--- config.mk ---
export PLATFORM = sky130hd
export DESIGN_NAME = frenzy_input_ctrl_flat
export DESIGN_NICKNAME = d
export VERILOG_FILES = /design/src/rtl/frenzy_input_pkg.sv /design/src/rtl/frenzy_input_ctrl_if.sv /design/src/rtl/coin_pulse_gen.sv /design/src/rtl/frenzy_input_ctrl.sv /design/src/flat_wrapper.sv
export SDC_FILE = /design/constraint.sdc
export NUM_CORES = 1
export LEC_CHECK = 0
export CAP_MARGIN = 30
export CORE_MARGIN = 2
export CORE_UTILIZATION = 30
export CTS_CLUSTER_SIZE = 16
export DETAILED_ROUTE_END_ITERATION = 8
export REMOVE_ABC_BUFFERS = 1
export SYNTH_ARGS = -nofsm -noshare
export SYNTH_HDL_FRONTEND = slang
export SYNTH_SLANG_ARGS = --single-unit
--- constraint.sdc ---
create_clock -name clk_sys -period 2.84 [get_ports clk_sys]
set_clock_uncertainty 0.1 [all_clocks]
set_input_delay 0.71 -clock clk_sys [delete_from_list [all_inputs] [get_ports clk_sys]]
set_output_delay 0.71 -clock clk_sys [all_outputs]
set_load 0.01 [all_outputs]
--- src/rtl/frenzy_input_pkg.sv ---
// Shared types and constants for the Frenzy input controller: coin FSM states,
// pad bit layout, joystick bit indices, PS/2 scan codes and small pad helpers.
package frenzy_input_pkg;

  typedef enum logic [1:0] {
    COIN_IDLE  = 2'd0,
    COIN_PULSE = 2'd1,
    COIN_GAP   = 2'd2
  } coin_state_e;

  // Field order matches the core's {fire, up, down, left, right} input bus.
  typedef struct packed {
    logic fire;
    logic up;
    logic down;
    logic left;
    logic right;
  } pad_t;

  localparam int unsigned JOY_RIGHT  = 0;
  localparam int unsigned JOY_LEFT   = 1;
  localparam int unsigned JOY_DOWN   = 2;
  localparam int unsigned JOY_UP     = 3;
  localparam int unsigned JOY_FIRE   = 4;
  localparam int unsigned JOY_START1 = 5;
  localparam int unsigned JOY_START2 = 6;
  localparam int unsigned JOY_COIN   = 7;

  localparam logic [7:0] SC_P1_UP     = 8'h75;
  localparam logic [7:0] SC_P1_DOWN   = 8'h72;
  localparam logic [7:0] SC_P1_LEFT   = 8'h6B;
  localparam logic [7:0] SC_P1_RIGHT  = 8'h74;
  localparam logic [7:0] SC_P1_FIRE_A = 8'h29;
  localparam logic [7:0] SC_P1_FIRE_B = 8'h14;
  localparam logic [7:0] SC_START1_A  = 8'h05;
  localparam logic [7:0] SC_START1_B  = 8'h16;
  localparam logic [7:0] SC_START2_A  = 8'h06;
  localparam logic [7:0] SC_START2_B  = 8'h1E;
  localparam logic [7:0] SC_COIN_A    = 8'h2E;
  localparam logic [7:0] SC_COIN_B    = 8'h36;
  localparam logic [7:0] SC_P2_UP     = 8'h2D;
  localparam logic [7:0] SC_P2_DOWN   = 8'h2B;
  localparam logic [7:0] SC_P2_LEFT   = 8'h23;
  localparam logic [7:0] SC_P2_RIGHT  = 8'h34;
  localparam logic [7:0] SC_P2_FIRE   = 8'h1C;

  function automatic pad_t joy_to_pad(input logic [7:0] joy);
    pad_t p;
    p.fire  = joy[JOY_FIRE];
    p.up    = joy[JOY_UP];
    p.down  = joy[JOY_DOWN];
    p.left  = joy[JOY_LEFT];
    p.right = joy[JOY_RIGHT];
    return p;
  endfunction

  // The core misbehaves on impossible stick positions, so opposite pairs cancel.
  function automatic pad_t resolve_pad(input pad_t raw);
    pad_t r;
    r = raw;
    if (raw.up && raw.down) begin
      r.up   = 1'b0;
      r.down = 1'b0;
    end
    if (raw.left && raw.right) begin
      r.left  = 1'b0;
      r.right = 1'b0;
    end
    return r;
  endfunction

endpackage

--- src/rtl/frenzy_input_ctrl_if.sv ---
// Input bundle between the MiSTer framework (master) and the Frenzy input controller (slave).
interface frenzy_input_ctrl_if;
  logic [10:0] ps2_key;
  logic [15:0] joystick_0;
  logic [15:0] joystick_1;
  logic [4:0]  p1;
  logic [4:0]  p2;
  logic        start1;
  logic        start2;
  logic        coin;

  modport master (
    output ps2_key, joystick_0, joystick_1,
    input  p1, p2, start1, start2, coin
  );

  modport slave (
    input  ps2_key, joystick_0, joystick_1,
    output p1, p2, start1, start2, coin
  );
endinterface

--- src/rtl/coin_pulse_gen.sv ---
// Turns coin-request rising edges into fixed-width coin pulses with a minimum gap;
// output rises one edge after the request edge, one extra edge is queued, the rest dropped.
module coin_pulse_gen
  import frenzy_input_pkg::*;
#(
  parameter int unsigned COIN_PULSE_CYCLES = 4000000,
  parameter int unsigned COIN_GAP_CYCLES   = 4000000
) (
  input  logic clk_sys,
  input  logic reset,
  input  logic req_i,
  output logic coin_o
);

  localparam int unsigned MAX_CYCLES =
    (COIN_PULSE_CYCLES > COIN_GAP_CYCLES) ? COIN_PULSE_CYCLES : COIN_GAP_CYCLES;
  localparam int CNT_W = $clog2(MAX_CYCLES + 1);
  localparam logic [CNT_W-1:0] PULSE_LOAD = CNT_W'(COIN_PULSE_CYCLES - 1);
  localparam logic [CNT_W-1:0] GAP_LOAD   = CNT_W'(COIN_GAP_CYCLES - 1);

  coin_state_e      state_q, state_d;
  logic [CNT_W-1:0] cnt_q, cnt_d;
  logic             pend_q, pend_d;
  logic             req_q;
  logic             req_rise;

  assign req_rise = req_i & ~req_q;

  // req_q tracks the request even in reset so a held request never fires on release.
  always_ff @(posedge clk_sys) begin
    req_q <= req_i;
    if (reset) begin
      state_q <= COIN_IDLE;
      cnt_q   <= '0;
      pend_q  <= 1'b0;
    end else begin
      state_q <= state_d;
      cnt_q   <= cnt_d;
      pend_q  <= pend_d;
    end
  end

  always_comb begin
    state_d = state_q;
    cnt_d   = cnt_q;
    pend_d  = pend_q;
    unique case (state_q)
      COIN_IDLE: begin
        if (req_rise) begin
          state_d = COIN_PULSE;
          cnt_d   = PULSE_LOAD;
        end
      end
      COIN_PULSE: begin
        if (req_rise) pend_d = 1'b1;
        if (cnt_q == '0) begin
          state_d = COIN_GAP;
          cnt_d   = GAP_LOAD;
        end else begin
          cnt_d = cnt_q - CNT_W'(1);
        end
      end
      COIN_GAP: begin
        if (req_rise) pend_d = 1'b1;
        if (cnt_q == '0) begin
          if (pend_q || req_rise) begin
            state_d = COIN_PULSE;
            cnt_d   = PULSE_LOAD;
            pend_d  = 1'b0;
          end else begin
            state_d = COIN_IDLE;
          end
        end else begin
          cnt_d = cnt_q - CNT_W'(1);
        end
      end
      default: begin
        state_d = COIN_IDLE;
        cnt_d   = '0;
        pend_d  = 1'b0;
      end
    endcase
  end

  assign coin_o = (state_q == COIN_PULSE);

endmodule

--- src/rtl/frenzy_input_ctrl.sv ---
// Merges PS/2 keyboard and two joypads into registered Frenzy player inputs plus a conditioned coin;
// joystick path 1 edge, keyboard path 2 edges, no backpressure.
module frenzy_input_ctrl
  import frenzy_input_pkg::*;
#(
  parameter int unsigned COIN_PULSE_CYCLES = 4000000,
  parameter int unsigned COIN_GAP_CYCLES   = 4000000
) (
  input  logic                clk_sys,
  input  logic                reset,
  frenzy_input_ctrl_if.slave  bus
);

  logic tog_q;
  logic key_evt;
  logic pressed;
  pad_t k1_q, k1_d, k2_q, k2_d;
  logic ks1_q, ks1_d, ks2_q, ks2_d, kcoin_q, kcoin_d;
  pad_t p1_q, p1_d, p2_q, p2_d;
  logic start1_q, start1_d, start2_q, start2_d;
  logic coin_req;
  logic unused_bits;

  assign key_evt = bus.ps2_key[10] ^ tog_q;
  assign pressed = bus.ps2_key[9];

  // Extended-key flag is deliberately ignored so arrow and keypad keys alias.
  assign unused_bits = ^{bus.ps2_key[8], bus.joystick_0[15:8], bus.joystick_1[15:8]};

  always_comb begin
    k1_d    = k1_q;
    k2_d    = k2_q;
    ks1_d   = ks1_q;
    ks2_d   = ks2_q;
    kcoin_d = kcoin_q;
    if (key_evt) begin
      case (bus.ps2_key[7:0])
        SC_P1_UP:                   k1_d.up    = pressed;
        SC_P1_DOWN:                 k1_d.down  = pressed;
        SC_P1_LEFT:                 k1_d.left  = pressed;
        SC_P1_RIGHT:                k1_d.right = pressed;
        SC_P1_FIRE_A, SC_P1_FIRE_B: k1_d.fire  = pressed;
        SC_START1_A, SC_START1_B:   ks1_d      = pressed;
        SC_START2_A, SC_START2_B:   ks2_d      = pressed;
        SC_COIN_A, SC_COIN_B:       kcoin_d    = pressed;
        SC_P2_UP:                   k2_d.up    = pressed;
        SC_P2_DOWN:                 k2_d.down  = pressed;
        SC_P2_LEFT:                 k2_d.left  = pressed;
        SC_P2_RIGHT:                k2_d.right = pressed;
        SC_P2_FIRE:                 k2_d.fire  = pressed;
        default: ;
      endcase
    end
  end

  always_comb begin
    p1_d     = resolve_pad(k1_q | joy_to_pad(bus.joystick_0[7:0]));
    p2_d     = resolve_pad(k2_q | joy_to_pad(bus.joystick_1[7:0]));
    start1_d = ks1_q | bus.joystick_0[JOY_START1] | bus.joystick_1[JOY_START1];
    start2_d = ks2_q | bus.joystick_0[JOY_START2] | bus.joystick_1[JOY_START2];
    coin_req = kcoin_q | bus.joystick_0[JOY_COIN] | bus.joystick_1[JOY_COIN];
  end

  // Toggle copy follows the key bus during reset so release never looks like an event.
  always_ff @(posedge clk_sys) begin
    tog_q <= bus.ps2_key[10];
    if (reset) begin
      k1_q     <= '0;
      k2_q     <= '0;
      ks1_q    <= 1'b0;
      ks2_q    <= 1'b0;
      kcoin_q  <= 1'b0;
      p1_q     <= '0;
      p2_q     <= '0;
      start1_q <= 1'b0;
      start2_q <= 1'b0;
    end else begin
      k1_q     <= k1_d;
      k2_q     <= k2_d;
      ks1_q    <= ks1_d;
      ks2_q    <= ks2_d;
      kcoin_q  <= kcoin_d;
      p1_q     <= p1_d;
      p2_q     <= p2_d;
      start1_q <= start1_d;
      start2_q <= start2_d;
    end
  end

  coin_pulse_gen #(
    .COIN_PULSE_CYCLES (COIN_PULSE_CYCLES),
    .COIN_GAP_CYCLES   (COIN_GAP_CYCLES)
  ) u_coin (
    .clk_sys (clk_sys),
    .reset   (reset),
    .req_i   (coin_req),
    .coin_o  (bus.coin)
  );

  assign bus.p1     = p1_q;
  assign bus.p2     = p2_q;
  assign bus.start1 = start1_q;
  assign bus.start2 = start2_q;

endmodule

--- src/flat_wrapper.sv ---
// flat-port wrapper written by rule: the top's interface ports become plain ports
module frenzy_input_ctrl_flat import frenzy_input_pkg::*;
#(
  parameter int unsigned COIN_PULSE_CYCLES = 4000000,
  parameter int unsigned COIN_GAP_CYCLES   = 4000000
)
  (clk_sys, reset, bus_ps2_key, bus_joystick_0, bus_joystick_1, bus_p1, bus_p2, bus_start1, bus_start2, bus_coin);
  frenzy_input_ctrl_if bus_i ();
  input  logic clk_sys;
  input  logic reset;
  input wire logic [$bits(bus_i.ps2_key)-1:0] bus_ps2_key;
  input wire logic [$bits(bus_i.joystick_0)-1:0] bus_joystick_0;
  input wire logic [$bits(bus_i.joystick_1)-1:0] bus_joystick_1;
  output wire logic [$bits(bus_i.p1)-1:0] bus_p1;
  output wire logic [$bits(bus_i.p2)-1:0] bus_p2;
  output wire logic [$bits(bus_i.start1)-1:0] bus_start1;
  output wire logic [$bits(bus_i.start2)-1:0] bus_start2;
  output wire logic [$bits(bus_i.coin)-1:0] bus_coin;
  assign bus_i.ps2_key = bus_ps2_key;
  assign bus_i.joystick_0 = bus_joystick_0;
  assign bus_i.joystick_1 = bus_joystick_1;
  assign bus_p1 = bus_i.p1;
  assign bus_p2 = bus_i.p2;
  assign bus_start1 = bus_i.start1;
  assign bus_start2 = bus_i.start2;
  assign bus_coin = bus_i.coin;
  frenzy_input_ctrl #(.COIN_PULSE_CYCLES(COIN_PULSE_CYCLES), .COIN_GAP_CYCLES(COIN_GAP_CYCLES)) u_core (.clk_sys(clk_sys), .reset(reset), .bus(bus_i));
endmodule
==> results.md, run 1 <==
* Min Tclk post-route at around 2.7 ns
* Routed WL at between 6000 and 7000 um
* Cells on worst reg2reg path at 7
* Routing usage on met3 at 0.0279
* RSZ-0062 raised after global routing: false
* Layer carrying the most global-route usage: met2
* Final setup TNS at 0 ns
* Crit path kind: register to register
* Fillcell total at 937
* Power Density at approximately 690 mW/mm^2
* Fin. max-slew vios at 0
* GRT overflow at 0
* Wirelength per Cell at between 10 and 15 um
* Most common cell in the netlist: dfxtp_1
* H-tree depth at 2
* Ant diodes at 0
* Top Ports at between 50 and 60
* # DRC at 0
* DR vias/cell at about 5.4
* Synth Warn # at 0
* Hold_sp: u_core.k2_q[0]$_SDFFE_PP0P_
* Worst min path class: register to register
* Clock Sinks at between 50 and 60
* CP required at between 2 and 3 ns
* Reg clk slew, reported paths at around 0.10 ns
* Reg-to-reg slack, setup at roughly 0.099 ns
* Critical Path Sink: u_core.u_coin.cnt_q[21]$_SDFFE_PP0P_
* TritonRoute pass-1 iters at 6
* Largest net degree at the start of global routing at 29
* Die span in x at around 98 um
* DP Cell Count at 468
* CTS Buf Count at 5
* Hold_buf cts at 0
* Fmax at between 300 and 400 MHz
* GP Congestion at roughly 0.81
* Final setup violating endpoints at 0
* Die ar. at between 0.009 and 0.01 sq mm
* Worst-path maximum fanout at 7
* Min Hold Slack at between 0.3 and 0.4 ns
* Final period util at 0.965
* Area contributors post-synth: dfxtp_1 39%, nor2_1 5.1%, mux2i_1 4.1%
* Critical R2R Launch: u_core.u_coin.cnt_q[0]$_SDFFE_PP0P_
* Initial DRC Count at 92
* DR vias at 2563
* Syn avg cell area at roughly 8.5 sq um
* Mapped Area at roughly 0.0027 sq mm
* Sequential share of the synthesized area at 0.391
* Layout Cells excl Fill at 476
* CP startpoint kind: register
* Lkg Pwr at 1.24 nW
* Post-DRT Antenna Nets at 0
* Critical path arrival at around 2.9 ns
* Die height at about 100 um
* Number of synthesized register bits at 52
* FF-to-FF End: u_core.u_coin.cnt_q[21]$_SDFFE_PP0P_
* Final-stage net count at 417
* PnR worst setup slack at roughly 0.1 ns
* Final hold viol count at 0
* Via count of the first global-routing pass at 2402
* Setup crit start: u_core.u_coin.cnt_q[0]$_SDFFE_PP0P_
* DP HPWL at approximately 5000 um
* DP Worst Slack at -0.140 ns
* Clk root buf: clkbuf_8
* Setup Fix Bufs, Post-CTS at 0
* TritonCTS clock tree: built
* Layout cell share with drive strength beyond 1 at 0.109
* Worst Setup End Kind: register
* Ys flop type: dfxtp_1
* Layout area overhead at 27.1%
* IO Port Bufs at 40
* Yosys top cell area share at 0.391
* Initial core utilization at 0.307
* Clock Latency Late Sink at roughly 0.31 ns
* Cell Rows at 34
* Distinct cells, synth at 53
* Synth Instances at 313
* Top cells by count, synth: 52 x dfxtp_1, 36 x nor2_1, 20 x o21ai_0, 18 x a21oi_1, 13 x nand4_1
* Initial antenna violation count at 0
* Gr usage total at 0.142
* Peak supply drop at about 0.34 mV
* Relative slew slack at 0.480
* MaxCap Viol Count at 0
* Maximum buffer depth of the clock tree at 2
* Actual slew at the worst max-slew pin at 0.774 ns
* Number of synthesized flops with an enable pin at 0
* Post-synth ARST share at 0
* Outcome: finished clean
* First-pass GRT wire length at between 10000 and 15000 um
* Area of the core at 0.00868 sq mm
* Cell taking the most area after synthesis: dfxtp_1
* GR met1 Demand/Resource at 0.192
* Met2 Track Usage GR at 0.230
==> registers in the layout, summed over array words and instances (netlist names) <==
| signal | flops |
|---|---|
| u_core.u_coin.pend_q | 1 |
| u_core.bus.p2 | 5 |
| u_core.ks1_q | 1 |
| u_core.k1_q | 5 |
| u_core.kcoin_q | 1 |
| u_core.bus.p1 | 5 |
| u_core.u_coin.req_q | 1 |
| u_core.ks2_q | 1 |
| u_core.tog_q | 1 |
| u_core.u_coin.state_q | 2 |
| u_core.bus.start1 | 1 |
| u_core.u_coin.cnt_q | 22 |
| u_core.k2_q | 5 |
| u_core.bus.start2 | 1 |
==> metrics by stage <==
stage	util	instance area (sq um)	total power, mW
6_report	0.390	3380	2.34
5_1_grt	0.390	3380	2.52
4_1_cts	0.390	3380	2.35
3_5_place_dp	0.379	3290	1.89
3_3_place_gp	0.379	3290	1.88
2_1_floorplan	-	2590	1.53
==> area by class of cell <==
type	count	area (sq um)	share of cell area
Tap cell	108	135	0.0399
Clock buffer	5	68.8	0.0203
Inverter	12	45.0	0.0133
Timing Repair Buffer	61	558	0.165
Clock inverter	3	27.5	0.00814
Sequential cell	52	1040	0.308
Multi-Input combinational cell	235	1510	0.446
==> critical path: stages, from the launching register on <==
cell	delay [ns]
dfxtp_1	0.36
inv_1	0.07
ha_1	0.18
or3b_1	0.43
or4_4	0.51
or4_4	0.50
and3_2	0.28
a31o_1	0.22
==> cell usage in the layout (no fill, tap or decap), drive strengths merged, types with 5 or more instances in the layout <==
master and instances:
nor3 12, nor2 36, nand2 11, ha 5
dfxtp 52, inv 13, nand3 11, buf 21
nand2b 5, a31o 6, clkbuf 5, a22o 7
o21ai 21, nor4 14, clkdlybuf4s50 40, or4 8
nand4 13, mux2i 11, a21oi 19, or3 7
==> where the power goes <==
part | leakage (nW) | switching [mW] | internal [mW]
sequential | 0.426 | 0.104 | 0.818
clock | 0.0463 | 0.273 | 0.182
combinational | 0.768 | 0.532 | 0.436
total | 1.24 | 0.909 | 1.43
==> cells by family (layout without fill, tap and decap cells) <==
kind of cell	after synthesis	count (layout)	share of synthesized area
XOR/XNOR	6	6	0.0197
adder cells (fa/ha/maj)	5	5	0.0235
multiplexers	11	11	0.0414
buffers and inverters	26	81	0.0432
flip-flops	52	52	0.391
AND/OR/NAND/NOR	138	138	0.293
AO/OA/AOI/OAI	75	75	0.188
==> how the worst min path moves through the flow <==
stage               slack, ns                          end  cells past startpoint
floorplan                0.31  u_core.bus.p1[0]$_SDFF_PP0_                      1
global placement         0.33  u_core.bus.p2[1]$_SDFF_PP0_                      1
detailed placement       0.34  u_core.bus.p1[0]$_SDFF_PP0_                      1
CTS                      0.35  u_core.bus.p1[0]$_SDFF_PP0_                      1
global route             0.38  u_core.bus.p1[0]$_SDFF_PP0_                      1
finish                   0.35  u_core.bus.p2[1]$_SDFF_PP0_                      1
==> metal layers <==
metal / vias up / part of all wire
met1: 1212 / 0.49
li1: 1289 / -
met5: - / 0
met2: 56 / 0.46
met4: 0 / 0.012
met3: 6 / 0.047
==> repair_timing <==
action | in CTS | in global routing
hold endpoints to repair | 0 | 0
resized for setup | 0 | 1
endpoints found under the setup margin | 0 | 1
No activity file was read; power rests on OpenSTA's default activity.
==> run 2: changes to the inputs <==
--- a/config.mk
+++ b/config.mk
@@ -7,9 +7,10 @@
 export LEC_CHECK = 0
 export CAP_MARGIN = 30
 export CORE_MARGIN = 2
-export CORE_UTILIZATION = 30
+export CORE_UTILIZATION = 51
 export CTS_CLUSTER_SIZE = 16
 export DETAILED_ROUTE_END_ITERATION = 8
+export PLACE_DENSITY = 0.8
 export REMOVE_ABC_BUFFERS = 1
 export SYNTH_ARGS = -nofsm -noshare
 export SYNTH_HDL_FRONTEND = slang
==> results.md, run 2 (synthesis gave the netlist of run 1 again) <==
* Wirelength per Cell at 14.4 um (was 14.2 um)
* # DRC at 0 (unchanged)
* IO Port Bufs at 40 (unchanged)
* Via count of the first global-routing pass at 2502 (was 2402)
* Hold_buf cts at 0 (unchanged)
* PnR worst setup slack at 0.123 ns (was 0.0991 ns)
* Die ar. at 0.00581 sq mm (was 0.00965 sq mm)
* Critical path arrival at 2.82 ns (was 2.85 ns)
* DP Cell Count at 431 (was 468)
* TritonCTS clock tree: built (unchanged)
* Power Density at 698 mW/mm^2 (was 693 mW/mm^2)
* Layout cell share with drive strength beyond 1 at 0.111 (was 0.109)
* Min Hold Slack at 0.355 ns (was 0.350 ns)
* First-pass GRT wire length at 11200 um (was 11500 um)
* GP Congestion at 0.888 (was 0.811)
* CP required at 2.95 ns (about the same)
* RSZ-0062 raised after global routing: false (unchanged)
* Lkg Pwr at 1.25 nW (was 1.24 nW)
* Largest net degree at the start of global routing at 28 (was 29)
* Outcome: finished clean (unchanged)
* Instance area after placement at 0.00325 sq mm (was 0.00329 sq mm)
* Maximum buffer depth of the clock tree at 2 (unchanged)
* DR vias/cell at 5.90 (was 5.38)
* Final-stage net count at 418 (was 417)
* Worst Setup End Kind: register (unchanged)
* Final period util at 0.957 (was 0.965)
* DR vias at 2592 (was 2563)
* MaxCap Viol Count at 0 (unchanged)
* Slowest CP cell: or4_4 (unchanged)
* Setup Fix Bufs, Post-CTS at 0 (unchanged)
* CP cell instances: inv_1 -> ha_1 -> or3b_1 -> or4_4 -> or4_4 -> and3_2 -> a31o_1 (unchanged)
* Layout area overhead at 25.4% (was 27.1%)
* DP Worst Slack at -0.129 ns (was -0.140 ns)
* WHS Path Cells at 1 (unchanged)
* Fin area at 0.00334 sq mm (was 0.00338 sq mm)
* DP HPWL at 4760 um (was 4970 um)
* Top reg by flops: u_core.u_coin.cnt_q (unchanged)
* Die height at 76.3 um (was 98.2 um)
* Final Util at 0.658 (was 0.390)
* Fillcell total at 450 (was 937)
* Crit path kind: register to register (unchanged)
* GRT overflow at 0 (unchanged)
* Min Tclk post-route at 2.72 ns (was 2.74 ns)
* Layout Cells excl Fill at 439 (was 476)
* Fmax at 368 MHz (was 365 MHz)
* Initial DRC Count at 179 (was 92)
* CP startpoint kind: register (unchanged)
* Relative slew slack at 0.475 (was 0.480)
* Largest register FFs at 22 (unchanged)
* Final hold viol count at 0 (unchanged)
* Stages on worst setup path at 7 (unchanged)
* Cells on worst reg2reg path at 7 (unchanged)
* Gr usage total at 0.231 (was 0.142)
* H-tree depth at 2 (unchanged)
* Clock Latency Late Sink at 0.31 ns (about the same)
* Post-DRT Antenna Nets at 0 (unchanged)
* Cell Rows at 26 (was 34)
* Actual slew at the worst max-slew pin at 0.780 ns (was 0.774 ns)
* CTS Buf Count at 5 (unchanged)
* Worst Path Buf+Inv at 1 (unchanged)
* CP max stage delay at 0.51 ns (about the same)
* Clock Sinks at 52 (unchanged)
* Most common cell after layout, fill and taps aside: dfxtp_1 (unchanged)
* Top Ports at 58 (unchanged)
* Initial antenna violation count at 0 (unchanged)
* Total power at 2.33 mW (was 2.34 mW)
* Area of the core at 0.00507 sq mm (was 0.00868 sq mm)
* Commonest cells after routing, fill and taps aside: 52 x dfxtp_1, 40 x clkdlybuf4s50_1, 36 x nor2_1 (unchanged)
* Most used cell, CP: or4_4 (unchanged)
* Worst-path maximum fanout at 7 (unchanged)
* Die span in x at 76.3 um (was 98.2 um)
* Peak supply drop at 0.472 mV (was 0.338 mV)
* Routed WL at 6340 um (was 6750 um)
* Ant diodes at 0 (unchanged)
* Final setup violating endpoints at 0 (unchanged)
* Final setup TNS at 0 ns (unchanged)
* Worst min path class: register to register (unchanged)
* Fin. max-slew vios at 0 (unchanged)
* Initial core utilization at 0.525 (was 0.307)
* CP top delay family: simple AND/OR/NAND/NOR gates (unchanged)
* Reg clk slew, reported paths at 0.10 ns (about the same)
* TritonRoute pass-1 iters at 4 (was 6)
* Clk root buf: clkbuf_8 (unchanged)
-- run 2: worst reg2reg max path, stage by stage, from the launching register on --
cell     delay [ns]
dfxtp_1        0.36
inv_1          0.07
ha_1           0.19
or3b_1         0.42
or4_4          0.51
or4_4          0.49
and3_2         0.28
a31o_1         0.21
-- run 2: cell type report --
type | instances | area (sq um) | area share
Clock buffer | 6 | 82.6 | 0.0247
Clock inverter | 2 | 10.0 | 0.00300
Inverter | 12 | 45.0 | 0.0135
Multi-Input combinational cell | 235 | 1510 | 0.451
Sequential cell | 52 | 1040 | 0.312
Tap cell | 70 | 87.6 | 0.0262
Timing Repair Buffer | 62 | 566 | 0.169
-- run 2: final timing paths --
path	start	end	slack, ns
max	u_core.u_coin.cnt_q[0]$_SDFFE_PP0P_	u_core.u_coin.cnt_q[21]$_SDFFE_PP0P_	0.12
min reg2reg	u_core.k2_q[0]$_SDFFE_PP0P_	u_core.bus.p2[1]$_SDFF_PP0_	0.35
min	u_core.k2_q[0]$_SDFFE_PP0P_	u_core.bus.p2[1]$_SDFF_PP0_	0.35
max reg2reg	u_core.u_coin.cnt_q[0]$_SDFFE_PP0P_	u_core.u_coin.cnt_q[21]$_SDFFE_PP0P_	0.12
-- run 2: what timing repair did --
item | 4_1_cts | 5_1_grt
gates resized for setup | 0 | 1
endpoints found under the hold margin | 0 | 0
endpoints found under the setup margin | 0 | 2
-- run 2: metal layers --
metal,global-route usage,vias up,part of all wire
li1,-,1287,-
met1,0.271,1230,0.43
met2,0.418,63,0.51
met3,0.0415,12,0.036
met4,0.0891,0,0.020
met5,0,-,0
-- run 2: power by group --
| group | switching, mW | internal [mW] | leakage, nW | total, mW |
|---|---|---|---|---|
| combinational | 0.531 | 0.442 | 0.772 | 0.973 |
| clock | 0.242 | 0.195 | 0.0510 | 0.437 |
| sequential | 0.104 | 0.818 | 0.426 | 0.922 |
| total | 0.877 | 1.45 | 1.25 | 2.33 |
==> run 3: changes to the inputs <==
--- a/config.mk
+++ b/config.mk
@@ -5,12 +5,15 @@
 export SDC_FILE = /design/constraint.sdc
 export NUM_CORES = 1
 export LEC_CHECK = 0
+export ABC_AREA = 1
 export CAP_MARGIN = 30
+export CELL_PAD_IN_SITES_DETAIL_PLACEMENT = 0
+export CELL_PAD_IN_SITES_GLOBAL_PLACEMENT = 2
 export CORE_MARGIN = 2
-export CORE_UTILIZATION = 51
+export CORE_UTILIZATION = 27
 export CTS_CLUSTER_SIZE = 16
 export DETAILED_ROUTE_END_ITERATION = 8
-export PLACE_DENSITY = 0.8
+export PLACE_DENSITY_LB_ADDON = 0.1
 export REMOVE_ABC_BUFFERS = 1
 export SYNTH_ARGS = -nofsm -noshare
 export SYNTH_HDL_FRONTEND = slang
==> results.md, run 3 <==
* GRT overflow at 0 (unchanged)
* Post-synthesis compound-gate area fraction at 0.125 (was 0.188)
* CP required at 2.03 ns (was 2.95 ns)
* Top reg by flops: u_core.u_coin.cnt_q (unchanged)
* Actual slew at the worst max-slew pin at 0.542 ns (was 0.780 ns)
* Clk network pwr share at 0.150 (was 0.187)
* Most common cell after layout, fill and taps aside: nand2_1 (was dfxtp_1)
* Multiplexer share of the synthesized area at 0 (was 0.0414)
* Distinct cells, synth at 29 (was 53)
* MaxCap Viol Count at 0 (unchanged)
* Synth Instances at 444 (was 313)
* Layout cell share with drive strength beyond 1 at 0.0568 (was 0.111)
* Synth Warn # at 0 (unchanged)
* Area contributors post-synth: dfxtp_1 37%, nand2_1 16%, inv_1 8.7% (was dfxtp_1 39%, nor2_1 5.1%, mux2i_1 4.1%)
* GP Congestion at 0.770 (was 0.888)
* DR vias at 2791 (was 2592)
* Via count of the first global-routing pass at 2651 (was 2502)
* Setup crit start: u_core.u_coin.state_q[1]$_SDFFE_PP0P_ (was u_core.u_coin.cnt_q[0]$_SDFFE_PP0P_)
* Area of the core at 0.0102 sq mm (was 0.00507 sq mm)
* Layout area overhead at 24.8% (was 25.4%)
* Initial DRC Count at 164 (was 179)
* Maximum buffer depth of the clock tree at 2 (unchanged)
* Adder-Cell Fraction of Synth Area at 0.0222 (was 0.0235)
* Worst-path maximum fanout at 4 (was 7)
* CP startpoint kind: register (unchanged)
* Main combinational cell family by area after synthesis: simple AND/OR/NAND/NOR gates (unchanged)
* Reg clk slew, reported paths at 0.10 ns (about the same)
* Routed WL at 7870 um (was 6340 um)
* Sequential cell fraction of total power at 0.300 (was 0.395)
* Yosys top cell area share at 0.370 (was 0.391)
* Critical path arrival at 1.53 ns (was 2.82 ns)
* Hold_buf cts at 0 (unchanged)
* Mapped Area at 0.00281 sq mm (was 0.00266 sq mm)
* # DRC at 0 (unchanged)
* Number of synthesized flops with an enable pin at 0 (unchanged)
* Min Tclk post-route at 2.34 ns (was 2.72 ns)
* Gr usage total at 0.148 (was 0.231)
* Min Hold Slack at 0.350 ns (was 0.355 ns)
* Final setup violating endpoints at 0 (unchanged)
* DR vias/cell at 4.44 (was 5.90)
* Die height at 106 um (was 76.3 um)
* TritonCTS clock tree: built (unchanged)
* IO Port Bufs at 40 (unchanged)
* RSZ-0062 raised after global routing: false (unchanged)
* H-tree depth at 2 (unchanged)
* Cell Rows at 37 (was 26)
* Top Ports at 58 (unchanged)
* Initial core utilization at 0.275 (was 0.525)
* DP Worst Slack at 0.397 ns (was -0.129 ns)
* Clock Latency Late Sink at 0.31 ns (about the same)
* Die span in x at 106 um (was 76.3 um)
* Switching Share at 0.479 (was 0.376)
* DP Cell Count at 621 (was 431)
* Number of synthesized register bits at 52 (unchanged)
* Die ar. at 0.0112 sq mm (was 0.00581 sq mm)
* Final setup TNS at 0 ns (unchanged)
* Worst Setup End Kind: output port (was register)
* Net Switching at 1.67 mW (was 0.877 mW)
* Critical R2R Launch: u_core.u_coin.cnt_q[0]$_SDFFE_PP0P_ (unchanged)
* Instance area after placement at 0.00340 sq mm (was 0.00325 sq mm)
* Largest register FFs at 22 (unchanged)
* Fmax at 428 MHz (was 368 MHz)
* Worst min path class: register to register (unchanged)
* Peak supply drop at 0.273 mV (was 0.472 mV)
* Syn avg cell area at 6.33 sq um (was 8.51 sq um)
* Cell taking the most area after synthesis: dfxtp_1 (unchanged)
* Relative slew slack at 0.638 (was 0.475)
* CTS Buf Count at 5 (unchanged)
* Part of the power in combinational logic at 0.549 (was 0.417)
* Fillcell total at 1162 (was 450)
* Setup Fix Bufs, Post-CTS at 0 (unchanged)
* Post-DRT Antenna Nets at 0 (unchanged)
* Cells on worst reg2reg path at 15 (was 7)
* Internal at 1.82 mW (was 1.45 mW)
* Final-stage net count at 542 (was 418)
* Clk root buf: clkbuf_8 (unchanged)
* Lkg Pwr at 1.60 nW (was 1.25 nW)
* Reg-to-reg slack, setup at 0.72 ns (was 0.12 ns)
* First-pass GRT wire length at 13100 um (was 11200 um)
* Fin. max-slew vios at 0 (unchanged)
* Initial antenna violation count at 0 (unchanged)
* Wirelength per Cell at 12.5 um (was 14.4 um)
* Crit path kind: register to output port (was register to register)
* Largest net degree at the start of global routing at 20 (was 28)
* Commonest cells after routing, fill and taps aside: 122 x nand2_1, 65 x inv_1, 63 x nor2_1 (was 52 x dfxtp_1, 40 x clkdlybuf4s50_1, 36 x nor2_1)
* Xor and xnor area share after synthesis at 0.0125 (was 0.0197)
* FF-to-FF End: u_core.u_coin.cnt_q[9]$_SDFFE_PP0P_ (was u_core.u_coin.cnt_q[21]$_SDFFE_PP0P_)
* Power Density at 993 mW/mm^2 (was 698 mW/mm^2)
* PnR worst setup slack at 0.504 ns (was 0.123 ns)
* Final hold viol count at 0 (unchanged)
* Final period util at 0.823 (was 0.957)
* Post-synth ARST share at 0 (unchanged)
* TritonRoute pass-1 iters at 4 (unchanged)
* Sequential share of the synthesized area at 0.370 (was 0.391)
* Ant diodes at 0 (unchanged)
* Post-CTS sizing at 0 (unchanged)
* Most common cell in the netlist: nand2_1 (was dfxtp_1)
* Top cells by count, synth: 122 x nand2_1, 65 x inv_1, 63 x nor2_1, 52 x dfxtp_1, 37 x a21oi_1 (was 52 x dfxtp_1, 36 x nor2_1, 20 x o21ai_0, 18 x a21oi_1, 13 x nand4_1)
* Clock Sinks at 52 (unchanged)
* Fin area at 0.00351 sq mm (was 0.00334 sq mm)
* Ys flop type: dfxtp_1 (unchanged)
* Post-synthesis simple-gate area fraction at 0.362 (was 0.293)
* DP HPWL at 5930 um (was 4760 um)
* Outcome: finished clean (unchanged)
* Critical Path Sink: bus_coin (was u_core.u_coin.cnt_q[21]$_SDFFE_PP0P_)
* Layout Cells excl Fill at 629 (was 439)
run 3: cell families after synthesis:
| family | after synthesis |
|---|---|
| AND/OR/NAND/NOR | 241 |
| buffers and inverters | 76 |
| AO/OA/AOI/OAI | 66 |
| flip-flops | 52 |
| adder cells (fa/ha/maj) | 5 |
| XOR/XNOR | 4 |
run 3: power groups by stage:
stage          Combinational [mW]  Clock, mW  Sequential [mW]
4_1_cts                      1.94      0.547             1.05
3_5_place_dp                 1.93          0             1.06
3_3_place_gp                 1.92          0             1.06
5_1_grt                      2.24      0.573             1.07
6_report                     1.91      0.524             1.05
2_1_floorplan                1.39          0             1.02
run 3: layout make-up:
class / count / area [sq um] / area share
Sequential cell: 52 / 1040 / 0.297
Multi-Input combinational cell: 316 / 1470 / 0.417
Clock buffer: 6 / 72.6 / 0.0207
Clock inverter: 2 / 35.0 / 0.00998
Timing Repair Buffer: 50 / 475 / 0.135
Tap cell: 136 / 170 / 0.0485
Inverter: 67 / 251 / 0.0716
run 3: how the worst min path moves through the flow:
stage	slack [ns]	startpoint	to	depth (start not counted)
floorplan	0.32	u_core.kcoin_q$_SDFFE_PP0P_	u_core.u_coin.req_q$_DFF_P_	2
global placement	0.34	u_core.k2_q[2]$_SDFFE_PP0P_	u_core.k2_q[2]$_SDFFE_PP0P_	2
detailed placement	0.34	u_core.k2_q[2]$_SDFFE_PP0P_	u_core.k2_q[2]$_SDFFE_PP0P_	2
CTS	0.36	u_core.k2_q[2]$_SDFFE_PP0P_	u_core.k2_q[2]$_SDFFE_PP0P_	2
global route	0.38	u_core.k2_q[2]$_SDFFE_PP0P_	u_core.k2_q[2]$_SDFFE_PP0P_	2
finish	0.35	u_core.k2_q[4]$_SDFFE_PP0P_	u_core.k2_q[4]$_SDFFE_PP0P_	2
run 3: stage by stage:
stage,utilization,power [mW]
final,0.343,3.49
after detailed placement,0.333,3.00
after global routing,0.343,3.89
after floorplan,-,2.41
after CTS,0.343,3.54
after global placement,0.332,2.98
run 3: worst max-delay path, cell delays in order (launching register included):
cell and delay [ns]:
dfxtp_1 0.34, inv_1 0.10, ha_1 0.21, clkdlybuf4s50_1 0.56
run 3: routing by layer:
layer	GRT usage	up-vias	wire length, um	share of wire
met4	0.0395	0	93	0.012
met3	0.0258	6	203	0.026
li1	-	1499	-	-
met2	0.250	34	3660	0.46
met5	0	-	0	0
met1	0.194	1252	3910	0.50
